==> src/rtl/cpu_run_ctrl.sv <==
// rtl/cpu_run_ctrl.sv - run controller gating mips core reset/clock-enable with step, breakpoint and cycle budget
module cpu_run_ctrl #(
    parameter int RST_HOLD   = 4,
    parameter int CNT_W      = 32,
    parameter int MAX_CYCLES = 1000,
    parameter int PC_W       = 32
) (
    input  logic             i_clk,
    input  logic             i_rst_n,
    input  logic             i_start,
    input  logic             i_step_mode,
    input  logic             i_step,
    input  logic [PC_W-1:0]  i_pc,
    input  logic             i_bp_en,
    input  logic [PC_W-1:0]  i_bp_addr,
    input  logic             i_halt_req,
    output logic             o_core_rst,
    output logic             o_core_en,
    output logic [2:0]       o_state,
    output logic [CNT_W-1:0] o_cycle_cnt,
    output logic             o_done,
    output logic             o_timeout
);

    typedef enum logic [2:0] {
        S_HOLD    = 3'd0,
        S_IDLE    = 3'd1,
        S_RUN     = 3'd2,
        S_STEP    = 3'd3,
        S_HALTED  = 3'd4,
        S_TIMEOUT = 3'd5
    } state_t;

    localparam int HW        = (RST_HOLD > 1) ? $clog2(RST_HOLD) : 1;
    localparam int HOLD_LAST = (RST_HOLD > 1) ? RST_HOLD - 1 : 0;
    localparam int MAX_M1    = (MAX_CYCLES > 0) ? MAX_CYCLES - 1 : 0;
    localparam logic [HW-1:0]    LP_HOLD_LAST = HW'(HOLD_LAST);
    localparam logic [CNT_W-1:0] LP_MAX_M1    = CNT_W'(MAX_M1);

    state_t           r_state;
    logic [HW-1:0]    r_hold_cnt;
    logic [CNT_W-1:0] r_cycle_cnt;
    logic             r_done;
    logic             r_timeout;

    state_t           w_state_nxt;
    logic [HW-1:0]    w_hold_nxt;
    logic [CNT_W-1:0] w_cnt_nxt;
    logic             w_done_nxt;
    logic             w_timeout_nxt;
    logic             w_stop;
    logic             w_core_en;
    logic             w_budget_hit;

    assign w_stop    = i_halt_req | (i_bp_en & (i_pc == i_bp_addr));
    // Stop blocks the instruction at pc in the same cycle, so a stopped cycle is never counted.
    assign w_core_en = ((r_state == S_RUN) | ((r_state == S_STEP) & i_step)) & ~w_stop;
    assign w_budget_hit = (MAX_CYCLES != 0) & w_core_en & (r_cycle_cnt == LP_MAX_M1);

    always_comb begin
        w_state_nxt   = r_state;
        w_hold_nxt    = r_hold_cnt;
        w_cnt_nxt     = r_cycle_cnt;
        w_done_nxt    = r_done;
        w_timeout_nxt = r_timeout;

        if (w_core_en && (r_cycle_cnt != {CNT_W{1'b1}})) begin
            w_cnt_nxt = r_cycle_cnt + 1'b1;
        end

        case (r_state)
            S_HOLD: begin
                if (r_hold_cnt == LP_HOLD_LAST) begin
                    w_state_nxt = S_IDLE;
                    w_hold_nxt  = '0;
                end else begin
                    w_hold_nxt = r_hold_cnt + 1'b1;
                end
            end
            S_IDLE: begin
                if (i_start) begin
                    w_state_nxt = i_step_mode ? S_STEP : S_RUN;
                end
            end
            S_RUN: begin
                if (w_stop) begin
                    w_state_nxt = S_HALTED;
                    w_done_nxt  = 1'b1;
                end else if (w_budget_hit) begin
                    w_state_nxt   = S_TIMEOUT;
                    w_timeout_nxt = 1'b1;
                end else if (i_step_mode) begin
                    w_state_nxt = S_STEP;
                end
            end
            S_STEP: begin
                if (w_stop && i_step) begin
                    w_state_nxt = S_HALTED;
                    w_done_nxt  = 1'b1;
                end else if (w_budget_hit) begin
                    w_state_nxt   = S_TIMEOUT;
                    w_timeout_nxt = 1'b1;
                end else if (!i_step_mode) begin
                    w_state_nxt = S_RUN;
                end
            end
            S_HALTED, S_TIMEOUT: begin
                if (i_start) begin
                    w_state_nxt   = S_HOLD;
                    w_hold_nxt    = '0;
                    w_cnt_nxt     = '0;
                    w_done_nxt    = 1'b0;
                    w_timeout_nxt = 1'b0;
                end
            end
            default: begin
                w_state_nxt = S_HOLD;
                w_hold_nxt  = '0;
            end
        endcase
    end

    always_ff @(posedge i_clk or negedge i_rst_n) begin
        if (!i_rst_n) begin
            r_state     <= S_HOLD;
            r_hold_cnt  <= '0;
            r_cycle_cnt <= '0;
            r_done      <= 1'b0;
            r_timeout   <= 1'b0;
        end else begin
            r_state     <= w_state_nxt;
            r_hold_cnt  <= w_hold_nxt;
            r_cycle_cnt <= w_cnt_nxt;
            r_done      <= w_done_nxt;
            r_timeout   <= w_timeout_nxt;
        end
    end

    assign o_core_rst  = (r_state == S_HOLD);
    assign o_core_en   = w_core_en;
    assign o_state     = r_state;
    assign o_cycle_cnt = r_cycle_cnt;
    assign o_done      = r_done;
    assign o_timeout   = r_timeout;

endmodule

==> config.mk <==
export PLATFORM = sky130hd
export DESIGN_NAME = cpu_run_ctrl
export DESIGN_NICKNAME = d
export VERILOG_FILES = /design/src/rtl/cpu_run_ctrl.sv
export SDC_FILE = /design/constraint.sdc
export NUM_CORES = 1
export LEC_CHECK = 0
export CAP_MARGIN = 20
export CORE_ASPECT_RATIO = 0.5
export CORE_MARGIN = 5
export CORE_UTILIZATION = 40
export CTS_BUF_LIST = sky130_fd_sc_hd__clkbuf_16
export CTS_CLUSTER_SIZE = 40
export DETAILED_ROUTE_END_ITERATION = 8
export PLACE_DENSITY = 0.78
export SETUP_SLACK_MARGIN = 0.5
export SLEW_MARGIN = 10
export SYNTH_ARGS = -nofsm -noshare
export SYNTH_HDL_FRONTEND = slang
export SYNTH_SLANG_ARGS = --single-unit
==> constraint.sdc <==
create_clock -name i_clk -period 2.71 [get_ports i_clk]
set_clock_uncertainty 0.2 [all_clocks]
set_input_delay 0.813 -clock i_clk [delete_from_list [all_inputs] [get_ports i_clk]]
set_output_delay 0.813 -clock i_clk [all_outputs]
set_load 0.01 [all_outputs]
==> qor.yml <==
route:
  ant_nets: 0
  vias_per_cell: 5.72
  first_pass_iters: 5
  vias: 3235
  wl_mm: 10.3
  drc_errors: 0
  drt_iter0_markers: 323
  wl_per_cell_um: 18.2
sta:
  fin_ws_ns: -0.223
  slew_headroom_pct: 65.0
  rsz0062_at_grt: "yes"
  finalSetupViolations: 34
  slew_violations: 0
  period_share_pct: 108
  period_needed_ns: 2.93
  fmax_mhz: 341
  worst_hold_slack_ns: 0.294
  hold_violations: 0
  tightest_slew_ns: 0.524
synthesis:
  seq_area_frac_synth_pct: 35.2
  synth_top_flop_cell: "dfrtp_1"
  synth-compound-area-share_pct: 19.6
  synth_top_family_by_area: "simple AND/OR/NAND/NOR gates"
  synth-xor-area-share_pct: 11.0
  synthMuxAreaShare_pct: 0
  avgSynthCellArea_um2: 8.92
  netlist_area_um2: 2780
  synthArstFlopShare_pct: 100
  synthAdderAreaFrac_pct: 2.25
  ys_ff_latch: 39
  yosys_warnings: 0
  synth.distinct_cells: 52
  yosys.area_share.simple_pct: 27.0
  synth_edf_count: 0
  synth_nets: 387
  syn_inst: 311
flow_run:
  cap_violations: 0
placed_design:
  io_buffers: 109
  place_area_um2: 4140
  place_hpwl_mm: 6.48
  placedCellCount: 522
  gp_congestion: 1.01
critical_path:
  crit_path_max_fanout: 2
  end_kind: "output port"
  arrival_ns: 1.92
  path_common_cell: "buf_6"
  cpLargestDelayFamily: "simple AND/OR/NAND/NOR gates"
  required_ns: 1.70
  startpoint_type: "primary input"
  critical_path_buf_inv_count: 3
  critPathKind: "primary input to output port"
  cp_slowest_stage_delay_ns: 0.33
  slowest_stage: "nor4_4"
  cp_cell_sequence: "buf_6 > xnor2_2 > nand4_1 > nor4_4 > a31oi_4 > nand2_2 > inv_2 > buf_6"
clocking:
  cts_tree: "yes"
  clockBufferDepth: 2
  hold_buffers: 0
  htree_levels: 2
  numClockSinks: 39
  cts.root.buffer_cell: "clkbuf_16"
  clk_latency_ns: 0.28
  cts_made_buffers: 5
  clk_pin_slew_ns: 0.06
cells_and_area:
  stdcell_count: 566
  drive_gt1_share_pct: 48.5
  antenna_cells: 0
  syn2layout_area_growth_pct: 68.2
  fin_nets: 550
  final_core_util_pct: 69.7
  design_area_um2: 4670
die:
  rows: 21
  io-pin-count: 110
  die_h_um: 68.9
  die-area_um2: 8810
  start_util_pct: 41.4
  fp.dieW_um: 128
  core_um2: 6700
run_status:
  failed_checks: "negative setup slack"
  status: "complete, but fails checks"
power_and_ir_drop:
  p_total_mw: 2.84
  p_leak_nw: 2.12
  power_density_nw_per_um2: 609
  ir_worst_vdd_mv: 0.293
hold_path:
  hold_class: "register to register"
grt:
  overflow: 0
  grt_max_degree: 40
  grt_first_pass_wirelength_mm: 14.9
  antenna_found_initial: 0
  grt_pass1_vias: 3215
  grt_use_total_pct: 21.0
-- kinds of logic (layout without fill, tap and decap cells) --
logic type                 Yosys count  count (layout)
xor gates and xnor gates            34              34
DFF                                 39              39
buffers and inverters               24             186
and+or+nand+nor                    126             127
AOI/OAI and AO/OA                   83              83
adders and majority gates            5               5
-- cells in the final DEF (no fill, tap or decap), types with 4 or more instances in the layout --
cell type,instances
dlygate4sd2_1,36
buf_4,36
buf_6,28
buf_2,28
nand2_1,24
clkbuf_2,24
dfrtp_1,24
a21oi_2,21
xnor2_1,19
nand4_1,15
dfrtp_2,15
nor2_1,14
or3_4,14
o21ai_1,13
a21oi_1,13
inv_1,12
o21ai_2,11
or3_1,11
xnor2_2,10
nand3_1,10
clkbuf_16,7
o21ai_0,6
clkdlybuf4s50_1,6
nor4_1,5
ha_1,5
nor3_4,4
nor3_1,4
o31ai_1,4
or4_4,4
-- cell type report --
cell class                 count  area (um2)
fill                         487        2030
clock inverter                 2        33.8
sequential                    39         995
multi-input combinational    249        1980
clock buffer                   5         125
inverter                      13        48.8
tap                           92         115
timing repair buffer         166        1370
-- synth_stat cells, drive strengths merged, types with 2 or more instances --
cell type | count | share of area (%)
dfrtp | 39 | 35
a21oi | 34 | 7.1
o21ai | 30 | 6.4
xnor2 | 29 | 9.2
or3 | 27 | 6.6
nand2 | 26 | 3.5
nand4 | 17 | 4.6
nor2 | 15 | 2.0
inv | 13 | 1.8
nand3 | 13 | 2.7
nor3 | 9 | 2.6
buf | 7 | 2.6
nor4 | 7 | 1.6
ha | 5 | 2.3
o31ai | 5 | 1.4
or4 | 5 | 1.4
xor2 | 5 | 1.8
a31oi | 3 | 1.2
clkbuf | 3 | 0.41
a32o | 2 | 0.72
and3 | 2 | 0.63
o22ai | 2 | 0.68
or2 | 2 | 0.45
-- stage by stage --
step / TNS (ns) / worst slack (ns)
finish: -4.20 / -0.223
global route: -7.18 / -0.309
CTS: -1.15 / -0.271
detailed placement: -18.20 / -0.996
global placement: -15.19 / -0.968
floorplan: -0.0248 / -0.0248
-- state kept, by name, indices dropped and copies added, names as in the netlist --
name	flops
o_cycle_cnt	32
r_hold_cnt	2
o_timeout	1
o_done	1
o_state	3
-- worst register-to-register path, delay by kind of cell, from the launching register on --
family,cells,cell delay (ns)
and+or+nand+nor,5,0.88
DFF,1,0.43
buffers and inverters,2,0.33
AOI/OAI and AO/OA,2,0.40
adders and majority gates,1,0.24
-- power breakdown --
group          switching, mW  leakage (nW)  internal [mW]
sequential            0.0856         0.505          0.672
clock                  0.231        0.0811          0.426
combinational          0.740          1.54          0.686
total                   1.06          2.12           1.78
-- path summary, 6_finish.rpt --
path | from | endpoint | slack [ns] | depth (start not counted)
setup / recovery | i_bp_addr[11] | o_core_en | -0.22 | 8
hold / removal | o_done | o_done | 0.29 | 1
setup reg to reg | o_cycle_cnt[1] | o_cycle_cnt[27] | 0.17 | 10
hold reg to reg | o_done | o_done | 0.29 | 1
max in group asynchronous | i_rst_n | o_cycle_cnt[30] | 1.14 | 2
min in group asynchronous | i_rst_n | o_cycle_cnt[12] | 0.77 | 2
-- metal layers --
layer	GRT usage [%]	routed length, um	vias to the layer above	part of all wire, %
li1	-	-	1476	-
met1	24.1	3910	1541	38
met2	40.2	5340	189	52
met3	4.62	836	29	8.1
met4	6.48	227	0	2.2
met5	0	0	-	0
-- what timing repair did --
item / CTS / global route
gates resized for setup: 254 / 107
gates cloned: 1 / 2
setup endpoints to repair: 75 / 40
buffers inserted: 21 / 13
pin swaps: 45 / 41
Power figures use the tool's default switching activity.
